**config.mk**
```make
export PLATFORM = sky130hd
export DESIGN_NAME = div_sequencer
export DESIGN_NICKNAME = d
export VERILOG_FILES = /design/src/rtl/div_sequencer.sv
export SDC_FILE = /design/constraint.sdc
export NUM_CORES = 1
export LEC_CHECK = 0
export CAP_MARGIN = 20
export CORE_UTILIZATION = 55
export CTS_CLUSTER_DIAMETER = 50
export DETAILED_ROUTE_END_ITERATION = 12
export PLACE_DENSITY = 0.74
export SLEW_MARGIN = 10
export SYNTH_ARGS = -nofsm -noshare
export SYNTH_HDL_FRONTEND = slang
export SYNTH_SLANG_ARGS = --single-unit
```
**constraint.sdc**
```tcl
create_clock -name clk -period 9.7 [get_ports clk]
set_clock_uncertainty 0.15 [all_clocks]
set_input_delay 2.91 -clock clk [delete_from_list [all_inputs] [get_ports clk]]
set_output_delay 2.91 -clock clk [all_outputs]
set_load 0.02 [all_outputs]
```
**src/rtl/div_sequencer.sv**
```systemverilog
// Multi-cycle RV32M DIV/DIVU/REM/REMU unit: radix-2 restoring divider, one quotient bit per clock.
// Optional macro DIV_EARLY_OUT_EN: divide-by-zero and signed overflow finish in one cycle.
module div_sequencer #(
    parameter int XLEN = 32
) (
    input  logic            clk,
    input  logic            reset_n,
    input  logic            start,
    input  logic            flush,
    input  logic [1:0]      divOp,
    input  logic [XLEN-1:0] dividend,
    input  logic [XLEN-1:0] divisor,
    output logic            busy,
    output logic            done,
    output logic [XLEN-1:0] result
);

    localparam int CW = $clog2(XLEN) + 1;
    localparam logic [CW-1:0]   ITERS   = CW'(XLEN);
    localparam logic [XLEN-1:0] MIN_NEG = {1'b1, {(XLEN-1){1'b0}}};

    typedef enum logic [1:0] {
        IDLE = 2'd0,
        RUN  = 2'd1,
        DONE = 2'd2
    } state_t;

    state_t          state_reg, state_next;
    logic [CW-1:0]   count_reg, count_next;
    logic [XLEN-1:0] rem_reg, rem_next;
    logic [XLEN-1:0] quo_reg, quo_next;
    logic [XLEN-1:0] dvs_reg, dvs_next;
    logic [XLEN-1:0] dvd_reg, dvd_next;
    logic [XLEN-1:0] result_reg, result_next;
    logic            is_rem_reg, is_rem_next;
    logic            neg_quo_reg, neg_quo_next;
    logic            neg_rem_reg, neg_rem_next;
    logic            div0_reg, div0_next;
    logic            ovf_reg, ovf_next;

    // Operand decode at accept time
    logic            signed_op;
    logic            a_neg;
    logic            b_neg;
    logic            in_div0;
    logic            in_ovf;
    logic [XLEN-1:0] a_mag;
    logic [XLEN-1:0] b_mag;

    assign signed_op = ~divOp[0];
    assign a_neg     = signed_op & dividend[XLEN-1];
    assign b_neg     = signed_op & divisor[XLEN-1];
    assign a_mag     = a_neg ? -dividend : dividend;
    assign b_mag     = b_neg ? -divisor : divisor;
    assign in_div0   = (divisor == '0);
    assign in_ovf    = signed_op & (dividend == MIN_NEG) & (divisor == '1);

    // One restoring step: shift the next dividend bit into the partial remainder
    logic [XLEN:0]   shifted;
    logic [XLEN+1:0] diff;
    logic            borrow;
    logic [XLEN-1:0] rem_step;
    logic [XLEN-1:0] quo_step;

    assign shifted  = {rem_reg, quo_reg[XLEN-1]};
    assign diff     = {1'b0, shifted} - {2'b00, dvs_reg};
    assign borrow   = diff[XLEN+1];
    // On borrow, shifted < divisor < 2^XLEN, so dropping its top bit is lossless
    assign rem_step = borrow ? shifted[XLEN-1:0] : diff[XLEN-1:0];
    assign quo_step = {quo_reg[XLEN-2:0], ~borrow};

    function automatic logic [XLEN-1:0] special_value(
        input logic            rem_op,
        input logic            zero_div,
        input logic [XLEN-1:0] dvd
    );
        if (zero_div)
            return rem_op ? dvd : '1;
        return rem_op ? '0 : MIN_NEG;
    endfunction

    logic [XLEN-1:0] fin_quo;
    logic [XLEN-1:0] fin_rem;
    logic [XLEN-1:0] final_value;

    assign fin_quo     = neg_quo_reg ? -quo_step : quo_step;
    assign fin_rem     = neg_rem_reg ? -rem_step : rem_step;
    assign final_value = (div0_reg | ovf_reg) ? special_value(is_rem_reg, div0_reg, dvd_reg)
                                              : (is_rem_reg ? fin_rem : fin_quo);

    always_comb begin
        state_next   = state_reg;
        count_next   = count_reg;
        rem_next     = rem_reg;
        quo_next     = quo_reg;
        dvs_next     = dvs_reg;
        dvd_next     = dvd_reg;
        result_next  = result_reg;
        is_rem_next  = is_rem_reg;
        neg_quo_next = neg_quo_reg;
        neg_rem_next = neg_rem_reg;
        div0_next    = div0_reg;
        ovf_next     = ovf_reg;

        case (state_reg)
            IDLE: begin
                if (start && !flush) begin
                    dvd_next     = dividend;
                    dvs_next     = b_mag;
                    quo_next     = a_mag;
                    rem_next     = '0;
                    count_next   = ITERS;
                    is_rem_next  = divOp[1];
                    neg_quo_next = (a_neg ^ b_neg) & ~in_div0;
                    neg_rem_next = a_neg;
                    div0_next    = in_div0;
                    ovf_next     = in_ovf;
                    state_next   = RUN;
`ifdef DIV_EARLY_OUT_EN
                    if (in_div0 || in_ovf) begin
                        count_next  = '0;
                        result_next = special_value(divOp[1], in_div0, dividend);
                        state_next  = DONE;
                    end
`else
                    // Special cases still run the full iteration; result is overridden at the end
`endif
                end
            end
            RUN: begin
                if (flush) begin
                    count_next = '0;
                    state_next = IDLE;
                end else begin
                    rem_next   = rem_step;
                    quo_next   = quo_step;
                    count_next = count_reg - 1'b1;
                    if (count_reg == CW'(1)) begin
                        result_next = final_value;
                        state_next  = DONE;
                    end
                end
            end
            DONE: begin
                state_next = IDLE;
            end
            default: begin
                state_next = IDLE;
            end
        endcase
    end

    always_ff @(posedge clk) begin
        if (!reset_n) begin
            state_reg   <= IDLE;
            count_reg   <= '0;
            rem_reg     <= '0;
            quo_reg     <= '0;
            dvs_reg     <= '0;
            dvd_reg     <= '0;
            result_reg  <= '0;
            is_rem_reg  <= 1'b0;
            neg_quo_reg <= 1'b0;
            neg_rem_reg <= 1'b0;
            div0_reg    <= 1'b0;
            ovf_reg     <= 1'b0;
        end else begin
            state_reg   <= state_next;
            count_reg   <= count_next;
            rem_reg     <= rem_next;
            quo_reg     <= quo_next;
            dvs_reg     <= dvs_next;
            dvd_reg     <= dvd_next;
            result_reg  <= result_next;
            is_rem_reg  <= is_rem_next;
            neg_quo_reg <= neg_quo_next;
            neg_rem_reg <= neg_rem_next;
            div0_reg    <= div0_next;
            ovf_reg     <= ovf_next;
        end
    end

    assign busy   = (state_reg != IDLE);
    // A flush during the DONE cycle kills the pulse so the pipeline never writes back a squashed op
    assign done   = (state_reg == DONE) && !flush;
    assign result = result_reg;

endmodule

```
; ---- After elaboration in Yosys (flattened, before gate mapping)
; Index checks and enable logic that the tools add are counted.
[word_totals]
regBits = 173
input_bits = 70
[op_classes]
add_sub_neg = 6
n_reduce_logical = 12
n_eq_ne = 8
n_bitwise = 11
mux = 25
[op_table]
columns = operator, count
row1 = 2-to-1 mux 32 bit, 15
row2 = negator 32 bit, 4
row3 = case mux 32 bit (2 select lines), 2
row4 = "== test 32 bit, second input constant", 2
row5 = subtractor 33 x 32 -> 34 bit, 1
row6 = logical NOT 32 bit, 1
row7 = 2-to-1 mux 6 bit, 2
row8 = case mux 6 bit (2 select lines), 1
row9 = "== test 6 x 1 -> 1 bit, second input constant", 1
row10 = 2-to-1 mux 2 bit, 3
row11 = AND reduction 2 bit, 3
row12 = AND reduction 3 bit, 2
row13 = "subtractor 6 x 1 -> 6 bit, second input constant", 1
row14 = bitwise AND 1 bit, 5
row15 = "!= test 2 bit, second input constant", 2
row16 = NOT 1 bit, 4
row17 = case mux 2 bit (2 select lines), 1
row18 = nonzero test 2 bit, 2
row19 = "!= test 3 bit, second input constant", 1
row20 = "== test 2 x 1 -> 1 bit, second input constant", 1
row21 = "== test 2 bit, second input constant", 1
row22 = logical AND 1 bit, 2
row23 = logical NOT 2 bit, 1
row24 = logical NOT 1 bit, 1
row25 = 3 further kinds, 3

; ---- Logic depth before layout (Yosys ltp)
[depth]
word_depth = 6
depth_mapped = 26
mapped_depth_nobuf = 20

; ---- Worst setup path before layout
; No wires, ideal clock.
[synth_path]
path_type = input to output
start = input port flush
end = output port done
required_time_ns = 6.640
slack_ns = 3.212
path_stages = 1
arrival_time_ns = 3.428
n_path_buf = 0
path_cell_list = nor3b_1
[synth_via]
elab_chain_len = 2
[synth_lines]
columns = element, line
row1 = start: declaration, 9  ; input logic flush,
row2 = logical NOT 1 bit, 185  ; assign done = (state_reg == DONE) && !flush;
row3 = logical AND 1 bit, 185
row4 = end: declaration, 14  ; output logic done,
; No other way between the ends.

; ---- Worst setup path in the final report
; Ends and elaborated chain as after synthesis.

==> flow_summary_export.csv <==
group,metric,value,unit
run_status,status,"finished clean",
critical_path,r2r-start,"dvs_reg[22]",
critical_path,required,6.64,ns
logic_synthesis,synth.net_count,1821,
route,antenna_left,0,
layout,drive_gt1_share,4.735,%
critical_path,cp-start-kind,"primary input",
clocking,cts_tree,"done",
clocking,cts_setup_buffers,0,
clocking,cts_num_sinks,173,
sta,maxSlewHeadroom,30.79,%
sta,slew_violations,0,
clocking,cts_buffers,17,
logic_synthesis,synth_top_area_share,28.18,%
power_and_ir_drop,p_leak,5.215,nW
min_path,hp-class,"reg2reg",
logic_synthesis,synth_common_cells,"nor2_1 (226), nand2_1 (196), a21oi_1 (177)",
placement,post-place-ws,2.405,ns
route,wl_per_cell,19.45,um
layout,n_antenna_cell,0,
die,core,0.02189,sq mm
sta,fin_ws,2.396,ns
clocking,clk_path_buf_depth,2,
route,route.detailed.drc,0,
global_route,grt_usage,34.51,%
sta,fin_crit_sh,75.30,%
layout,final_nets,1850,
logic_synthesis,synth-seq-cells,173,
logic_synthesis,syn_area,0.01229,sq mm
critical_path,startpoint,"flush",
global_route,grt_pass1_vias,11131,
logic_synthesis,ys_types,78,
logic_synthesis,synth_top_area_cell,"dfxtp_1",
route,via_per_inst,6.355,
power_and_ir_drop,ir_drop,0.0001158,V
placement,io_buffers,103,
critical_path,regToRegSetupSlack,3.99,ns
critical_path,endpoint_kind,"output port",
die,die_width,151.5,um
logic_synthesis,synth-async-reset-ratio,0,%
sta,fin_tns_setup,0,ns
critical_path,crit_fanout,6,
sta,worst-slew-pin-transition,1.038,ns
sta,hold_violations,0,
clocking,clk_latency,0.45,ns
placement,place_hpwl,28890,um
critical_path,r2r.worst_path.cells,19,
die,die_h,151.5,um
route,drtIter0Drc,1298,
critical_path,crit_type,"in2out",
layout,synthToLayoutAreaGrowth,13.60,%
route,vias,12920,
route,drt_first_pass_iters,5,
power_and_ir_drop,power_density,137.9,mW/mm^2
logic_synthesis,synth.most_common_cell,"nor2_1",
flow_run,maxCapViolations,0,
sta,rsz0062_at_grt,"false",
sta,finalSetupViolCount,0,
clocking,ctsResizeCount,0,
clocking,holdBufCountCts,0,
die,io_pins,104,
die,die_area,0.02294,sq mm
route,finalWirelength,39550,um
min_path,hp-start,"dvd_reg[13]",
placement,dp_cells,2001,
die,start_util,56.13,%
logic_synthesis,synth_edf_count,0,
min_path,min_to,"dvd_reg[13]",
global_route,grt_max_degree,95,
critical_path,r2r_end,"result[28]",
power_and_ir_drop,total_power,1.925,mW
layout,fin_util,63.77,%
global_route,grt_pass1_wl,60750,um
sta,period_needed,7.304,ns
logic_synthesis,synth_area_leaders,"dfxtp_1 (28%), a21oi_1 (7.2%), nor2_1 (6.9%)",
global_route,grt-ovfl-total,0,
logic_synthesis,netlist_instances,1711,
global_route,antenna_found_initial,0,
critical_path,arrival,4.24,ns
logic_synthesis,yosysWarningCount,0,
clocking,h-tree-depth,4,
clocking,path_clk_slew,0.07,ns
logic_synthesis,ys_seq_area_share,28.18,%
layout,final_cells,2033,
clocking,cts.root.buffer_cell,"clkbuf_16",
die,row_count,54,
logic_synthesis,syn_avg_cell_area,7.182,sq um
min_path,hold_depth,2,
sta,fmax,136.9,MHz
placement,gp_congestion,0.9452,
logic_synthesis,synth_ff_type,"dfxtp_1",
stage by stage:
| step | hold slack, ns | area (sq um) |
|---|---|---|
| 2_1_floorplan | 0.2812 | 12290 |
| 5_1_grt | 0.3189 | 13960 |
| 3_3_place_gp | 0.2880 | 13370 |
| 3_5_place_dp | 0.2931 | 13370 |
| 4_1_cts | 0.3029 | 13960 |
| 6_report | 0.3018 | 13960 |
routing by layer:
metal	routed length [um]	up-vias	GRT usage [%]
met3	3758	64	6.796
met5	0	-	0
met4	935	0	11.00
li1	-	6213	-
met1	17770	6075	49.99
met2	17080	568	50.80
cell families (layout without fill, tap and decap cells):
family | Yosys count | count (layout) | share of synthesized area, %
AO/OA/AOI/OAI | 562 | 562 | 28.91
XOR/XNOR | 119 | 119 | 8.482
adder cells (fa/ha/maj) | 40 | 40 | 4.134
buffers and inverters | 168 | 210 | 5.396
flip-flops | 173 | 173 | 28.18
multiplexers | 17 | 17 | 1.395
AND/OR/NAND/NOR | 632 | 632 | 23.50
layout by cell type, fill, tap and decap left out, types with 46 or more instances in the layout:
cell,instances
a211oi_1,54
a21oi_1,177
clkdlybuf4s50_1,103
dfxtp_1,173
inv_1,57
nand2_1,196
nor2_1,224
nor3_1,46
o21ai_0,123
xnor2_1,61
xor2_1,58
worst max-delay path: stages:
cell and delay, ns:
clkdlybuf4s50_1 0.49, nor3b_1 0.21, clkdlybuf4s50_1 0.63
how the worst max path moves through the flow:
stage	to	cells after the start
floorplan	done	1
global placement	done	3
detailed placement	done	3
CTS	done	3
global route	done	3
finish	done	3
report_power, final:
group	internal [mW]	leakage, nW	switching, mW	total [mW]
logic	0.166	3.53	0.293	0.459
registers	0.738	1.41	0.0267	0.765
clock network	0.371	0.282	0.330	0.701
final cells by class:
cell class                 count  area (sq um)
fill                        2040          7931
timing repair buffer         118          1144
tap                          280         350.3
inverter                      60         227.7
clock buffer                  18         439.2
multi-input combinational   1370          8185
clock inverter                14         150.1
sequential                   173          3463
No activity file was read; power rests on OpenSTA's default activity.
